$ cat config.mk
export PLATFORM = sky130hd
export DESIGN_NAME = aurora_link_chk_mc
export DESIGN_NICKNAME = d
export VERILOG_FILES = /design/src/rtl/aurora_link_chk_mc.sv
export SDC_FILE = /design/constraint.sdc
export NUM_CORES = 1
export LEC_CHECK = 0
export BUFFER_PORTS_ARGS = -buffer_cell sky130_fd_sc_hd__buf_2
export CELL_PAD_IN_SITES_DETAIL_PLACEMENT = 1
export CELL_PAD_IN_SITES_GLOBAL_PLACEMENT = 1
export CORE_AREA = 2 2 257 259
export CTS_BUF_LIST = sky130_fd_sc_hd__clkbuf_16
export DETAILED_ROUTE_END_ITERATION = 8
export DIE_AREA = 0 0 259 261
export PLACE_DENSITY = 0.82
export SYNTH_ARGS = -nofsm -noshare
export SYNTH_HDL_FRONTEND = slang
export SYNTH_SLANG_ARGS = --single-unit
$ cat constraint.sdc
create_clock -name clk -period 38.2 [get_ports clk]
set_input_delay 1.91 -clock clk [delete_from_list [all_inputs] [get_ports clk]]
set_output_delay 1.91 -clock clk [all_outputs]
set_load 0.05 [all_outputs]
$ cat src/rtl/aurora_link_chk_mc.sv
// rtl/aurora_link_chk_mc.sv - multi-channel Aurora RX sequence checker with hunt/lock and saturating stats
module aurora_link_chk_mc #(
  parameter int CH_NUM     = 4,
  parameter int DATA_WD    = 64,
  parameter int SEQ_WD     = 16,
  parameter int SEQ_LSB    = 0,
  parameter int LOCK_THR   = 4,
  parameter int UNLOCK_THR = 3,
  parameter int CNT_WD     = 32
) (
  input  logic                       clk,
  input  logic                       rst,
  input  logic                       cfg_rst,
  input  logic [CH_NUM-1:0]          cfg_chk_en,
  input  logic [CH_NUM-1:0]          enc_vld,
  input  logic [CH_NUM*DATA_WD-1:0]  enc_data,
  output logic [CH_NUM-1:0]          lock,
  output logic [CH_NUM*CNT_WD-1:0]   suc_cnt,
  output logic [CH_NUM*CNT_WD-1:0]   err_cnt,
  output logic [CH_NUM*CNT_WD-1:0]   lost_cnt,
  output logic [CH_NUM-1:0]          err_flag
);

  localparam int GR_WD = $clog2(LOCK_THR + 1);
  localparam int BR_WD = $clog2(UNLOCK_THR + 1);

  localparam logic [CNT_WD-1:0] CNT_MAX    = '1;
  localparam logic [CNT_WD-1:0] CNT_ONE    = CNT_WD'(1);
  localparam logic [SEQ_WD-1:0] SEQ_ONE    = SEQ_WD'(1);
  localparam logic [GR_WD-1:0]  GR_ONE     = GR_WD'(1);
  localparam logic [GR_WD:0]    GR_ONE_X   = (GR_WD+1)'(1);
  localparam logic [BR_WD:0]    BR_ONE_X   = (BR_WD+1)'(1);
  localparam logic [GR_WD:0]    GOOD_LOCK  = (GR_WD+1)'(LOCK_THR);
  localparam logic [BR_WD:0]    BAD_UNLOCK = (BR_WD+1)'(UNLOCK_THR);

  typedef enum logic {HUNT = 1'b0, LOCKED = 1'b1} state_t;

  function automatic logic [CNT_WD-1:0] sat_inc(input logic [CNT_WD-1:0] c);
    return (c == CNT_MAX) ? c : c + CNT_ONE;
  endfunction

  // Bits outside the sequence field are payload and deliberately not inspected.
  logic unused_data;
  assign unused_data = ^enc_data;

  for (genvar ch = 0; ch < CH_NUM; ch++) begin : g_ch
    state_t              state;
    logic [SEQ_WD-1:0]   expected;
    logic [SEQ_WD-1:0]   seq;
    logic [GR_WD-1:0]    good_run;
    logic [BR_WD-1:0]    bad_run;
    logic [CNT_WD-1:0]   suc;
    logic [CNT_WD-1:0]   err;
    logic [CNT_WD-1:0]   lost;
    logic                flag;
    logic                match;
    logic [GR_WD:0]      good_nxt;
    logic [BR_WD:0]      bad_nxt;

    assign seq      = enc_data[ch*DATA_WD+SEQ_LSB +: SEQ_WD];
    assign match    = (seq == expected);
    // A mismatching beat in HUNT is itself the first candidate of a new run.
    assign good_nxt = match ? ({1'b0, good_run} + GR_ONE_X) : GR_ONE_X;
    assign bad_nxt  = {1'b0, bad_run} + BR_ONE_X;

    always_ff @(posedge clk or posedge rst) begin
      if (rst) begin
        state    <= HUNT;
        expected <= '0;
        good_run <= '0;
        bad_run  <= '0;
        suc      <= '0;
        err      <= '0;
        lost     <= '0;
        flag     <= 1'b0;
      end else if (cfg_rst) begin
        state    <= HUNT;
        expected <= '0;
        good_run <= '0;
        bad_run  <= '0;
        suc      <= '0;
        err      <= '0;
        lost     <= '0;
        flag     <= 1'b0;
      end else if (!cfg_chk_en[ch]) begin
        state    <= HUNT;
        good_run <= '0;
        bad_run  <= '0;
      end else if (enc_vld[ch]) begin
        expected <= seq + SEQ_ONE;
        case (state)
          HUNT: begin
            if (good_nxt == GOOD_LOCK) begin
              state    <= LOCKED;
              good_run <= '0;
            end else begin
              good_run <= good_nxt[GR_WD-1:0];
            end
          end
          LOCKED: begin
            if (match) begin
              suc     <= sat_inc(suc);
              bad_run <= '0;
            end else begin
              err  <= sat_inc(err);
              flag <= 1'b1;
              if (bad_nxt == BAD_UNLOCK) begin
                state    <= HUNT;
                lost     <= sat_inc(lost);
                bad_run  <= '0;
                good_run <= GR_ONE;
              end else begin
                bad_run <= bad_nxt[BR_WD-1:0];
              end
            end
          end
          default: state <= HUNT;
        endcase
      end
    end

    assign lock[ch]                         = (state == LOCKED);
    assign err_flag[ch]                     = flag;
    assign suc_cnt[ch*CNT_WD +: CNT_WD]     = suc;
    assign err_cnt[ch*CNT_WD +: CNT_WD]     = err;
    assign lost_cnt[ch*CNT_WD +: CNT_WD]    = lost;
  end

endmodule

Word level (Yosys, flattened, before mapping)

Index checks and enable logic that the tools add are counted.
Widths: inputs -> output; s select.

Register bits after elaboration: 476
Input port bits: 267
Word-level logic and storage cells: 356

$add $sub $neg: 24
Equality and inequality tests: 56
Multiplexer cells: 192
Bitwise operators: 4
Reductions and logical operators: 48

Operator list:

| operator              | count |
|---|---|
| $mux 32               | 76 |
| $add 32x1->32 const B | 12 |
| $eq 32x32->1 const B  | 12 |
| $mux 16               | 12 |
| $mux 3                | 24 |
| $add 16x1->16 const B | 4 |
| $eq 16x16->1          | 4 |
| $mux 2                | 24 |
| $mux 1                | 44 |
| $reduce_and 5->1      | 8 |
| $reduce_bool 2->1     | 20 |
| $ne 2x2->1 const B    | 16 |
| $ne 3x2->1 const B    | 8 |
| $pmux 3 s2            | 4 |
| $reduce_and 6->1      | 4 |
| $add 3x1->4 const B   | 4 |
| $eq 4x3->1 const B    | 4 |
| $mux 4                | 4 |
| $ne 4x3->1 const B    | 4 |
| $ne 4x4->1 const B    | 4 |
| $reduce_and 2->1      | 8 |
| $reduce_and 4->1      | 4 |
| $add 2x1->3 const B   | 4 |
| $eq 3x2->1 const B    | 4 |
| other kinds (3)       | 12 |

Logic depth before layout (Yosys ltp)

Word-level depth: 8
Mapped depth: 10

Least setup slack after synthesis

No wires, ideal clock.

Path kind: in2reg
Start point: input enc_vld[2]
End point: register g_ch[2].lost[21]
Arrival time: 3.815 ns
Data required time: 38.075 ns
Path slack: 34.261 ns
Cell stages on the path: 7
Buffers on the path: 2
Path through: clkbuf_1 nand3_1 nor3b_1 nand4_2 buf_4 nor4_1 mux2_2

Cells in the longest elaborated chain, start to end: 2

RTL lines:

| element                     | RTL line | source |
|---|---|---|
| from (decl)                 | 15       | `input logic [CH_NUM-1:0] enc_vld,` |
| $reduce_bool 2->1 (no line) | n/a      |  |
| $reduce_and 6->1 (no line)  | n/a      |  |
| to (signal assigned)        | 109      | `lost <= sat_inc(lost);` |
| to (decl)                   | 54       | `logic [CNT_WD-1:0] lost;` |

No other way between the ends.
A chain may end at the register's enable or synchronous reset.

Final worst setup path

Start point: input cfg_rst
End point: register g_ch[1].good_run[2]

Cells in the longest elaborated chain, start to end: 2
Elaborated cells on any way between the ends: 5
Those cells by class: eq/ne (3); mux (1); reduce/logical (1)

RTL lines:

| element                                      | RTL line | source |
|---|---|---|
| from (decl)                                  | 13       | `input logic cfg_rst,` |
| $ne 4x3->1 (no line) (tied with other cells) | n/a      |  |
| $reduce_and 3->1 (no line)                   | n/a      |  |
| to (signal assigned)                         | 97       | `good_run <= good_nxt[GR_WD-1:0];` |
| to (decl)                                    | 50       | `logic [GR_WD-1:0] good_run;` |

Several ways; a longest one is shown, not always the timed one.

==> impl_metrics.tcl <==
set metrics [dict create \
    cts.sinks 476 \
    drive_gt1_share_pct 19.2 \
    status "finished, final reports clean" \
    gp_congestion 0.881 \
    cap_violations 0 \
    crit_type "primary input to flip-flop" \
    ant_nets 0 \
    async_flop_share_pct 100 \
    synth_flop_cell "dfrtp_1" \
    rsz0062_at_grt "false" \
    track_usage_pct 25.6 \
    hold_viol_final 0 \
    synthTopCellsByCount "dfrtp_1, nand2_1, a21oi_1" \
    hold_path.class "flip-flop to flip-flop" \
    drt_wl_total_um 89000 \
    cp_max_fo 109 \
    die_area_mm2 0.0676 \
    p_per_area_mw_per_mm2 35.7 \
    antenna_found_initial 1 \
    cp.required_ns 38.66 \
    finalSetupTns_ns 0 \
    finalCritPeriodShare_pct 13.3 \
    cts_setup_buffers 0 \
    cts.clk_slew.worst_paths_ns 0.06 \
    irDropWorstVdd_mv 0.0300 \
    grt_pass1_vias 25500 \
    cts_root_buf "clkbuf_16" \
    ys_seq_area_share_pct 44.8 \
    firstDrtPassIters 5 \
    core_area_mm2 0.0650 \
    layout.nets 3658 \
    cts_resized 0 \
    clk_latency_ns 0.60 \
    synth-edff-count 0 \
    cts_buffer_depth 3 \
    synth_top_cell_by_area "dfrtp_1" \
    finalMaxSlewViolations 0 \
    synth_top_area_share_pct 44.8 \
    antenna_cells 0 \
    layout_setup_ws_ns 33.12 \
    cts_max_level 2 \
    die_w_um 259 \
    yosysMostFrequentCell "dfrtp_1" \
    grt.overflow.total 0 \
    fp.dieH_um 261 \
    start_util_pct 40.9 \
    cts_made_buffers 56 \
    syn_nets 3275 \
    grt_max_degree 156 \
    cts_hold_buf 0 \
    synth_cell_types 69 \
    port_buffers 466 \
    synth-warning-count 0 \
    synthCells 2988 \
    max_freq_mhz 197 \
    startpoint_type "primary input" \
    io_pins 659 \
    cts_tree "built" \
    ys_top_cells_by_area "dfrtp_1, xor2_1, a21oi_1" \
    dr_total_vias 25300 \
    syn_avg_cell_area_um2 8.91 \
    synth_area_mm2 0.0266 \
    syn_to_final_growth_pct 18.1 \
    avgRoutedWirePerCell_um 20.8 \
    grt_pass1_wl_um 142000 \
    post-dp-hpwl_um 63000 \
    post-place-ws_ns 32.49 \
    drt_iter0_drc 1449 \
    vias_per_cell 5.92 \
    cp-end-kind "flip-flop" \
    period_needed_ns 5.08 \
    cellLeakagePower_nw 13.7 \
    synth_seq_cells 476 \
    setup_violations 0 \
    row_count 94 \
    finClkSkew_ns 0.0167 \
    drc 0 \
    cp_data_arrival_time_ns 5.54 \
    tightest_slew_ns 1.28 \
    fillers 7765 \
    max_slew_margin_pct 14.7 \
]
## registers in the layout (all words and copies together), names as in the netlist
signal and cells:
g_ch.expected 64, g_ch.flag 4, g_ch.suc 128, g_ch.good_run 12, g_ch.bad_run 8, g_ch.state 4, g_ch.lost 128, g_ch.err 128
## power breakdown
group	total (W)	switching [W]	internal [W]
Combinational	0.0000544	0.0000405	0.0000139
Clock	0.000554	0.000224	0.000330
Sequential	0.000512	0.00000364	0.000508
Total	0.00112	0.000268	0.000852
## worst max-delay path, stage by stage
cell	delay [ns]
buf_8	0.47
buf_4	0.63
buf_4	0.66
buf_4	0.77
nor2b_1	0.21
nand2_1	0.48
nor4_1	0.10
o21ai_0	0.10
o21ai_0	0.10
## area by class of cell
class / instances / area [um^2] / share of cell area (%)
Clock buffer: 57 / 1430 / 4.54
Sequential cell: 476 / 11900 / 37.9
Tap cell: 864 / 1080 / 3.44
Multi-Input combinational cell: 2262 / 13700 / 43.6
Timing Repair Buffer: 493 / 2560 / 8.14
Inverter: 82 / 315 / 1.00
Clock inverter: 46 / 439 / 1.40
## final timing paths
path / startpoint / to / slack [ns] / cells after the start
setup reg to reg: g_ch[2].state$_DFFE_PP0P_ / g_ch[2].lost[18]$_DFFE_PP0P_ / 34.69 / 5
min in group asynchronous: rst / g_ch[1].expected[9]$_DFFE_PP0P_ / 1.40 / 2
setup / recovery: cfg_rst / g_ch[1].good_run[2]$_DFFE_PP0P_ / 33.12 / 9
hold / removal: g_ch[1].flag$_DFFE_PP0P_ / g_ch[1].flag$_DFFE_PP0P_ / 0.50 / 2
hold reg to reg: g_ch[1].flag$_DFFE_PP0P_ / g_ch[1].flag$_DFFE_PP0P_ / 0.50 / 2
max in group asynchronous: rst / g_ch[0].err[10]$_DFFE_PP0P_ / 33.59 / 5
## layer usage
layer / track usage, % / part of all wire [%] / vias to the layer above
li1: - / - / 11700
met1: 33.9 / 44 / 12900
met2: 41.0 / 46 / 590
met3: 7.61 / 8.0 / 128
met4: 6.63 / 2.3 / 2
met5: 0 / 0.0079 / -
## stage by stage
stage	instances	instance area [um^2]	power, W	utilization, %	hold slack [ns]
2_1_floorplan	2988	26600	0.000555	-	0.464
3_3_place_gp	4177	29600	0.000574	45.4	0.471
3_5_place_dp	4177	29600	0.000576	45.4	0.486
4_1_cts	4280	31400	0.00114	48.3	0.501
5_1_grt	4280	31400	0.00116	48.3	0.519
6_report	4280	31400	0.00112	48.3	0.497
## cells by family after synthesis
family / Yosys count / share of synthesized area (%)
xor+xnor: 211 / 6.94
simple gates: 1372 / 28.1
fa+ha+maj: 20 / 0.940
flops: 476 / 44.8
compound gates: 614 / 13.5
buf+inv: 250 / 3.83
mux: 45 / 1.89
## cell usage in the layout (no fill, tap or decap), types with 19 or more instances in the layout
| cell | instances |
|---|---|
| o31ai_1 | 81 |
| or4_1 | 99 |
| nor4_1 | 72 |
| dfrtp_1 | 476 |
| nor2_1 | 227 |
| nand3_1 | 164 |
| nand2_1 | 270 |
| nand4_1 | 148 |
| inv_1 | 92 |
| xnor2_1 | 69 |
| buf_2 | 465 |
| and2_1 | 19 |
| buf_4 | 26 |
| xor2_1 | 142 |
| o21ai_0 | 197 |
| mux2_2 | 30 |
| clkbuf_16 | 57 |
| nor2b_1 | 35 |
| ha_1 | 20 |
| nor3_1 | 33 |
| o211ai_1 | 20 |
| a21oi_1 | 237 |
| and4_1 | 43 |
| or3_1 | 141 |
| or2_2 | 19 |
| and3_1 | 48 |
Power figures use the tool's default switching activity.
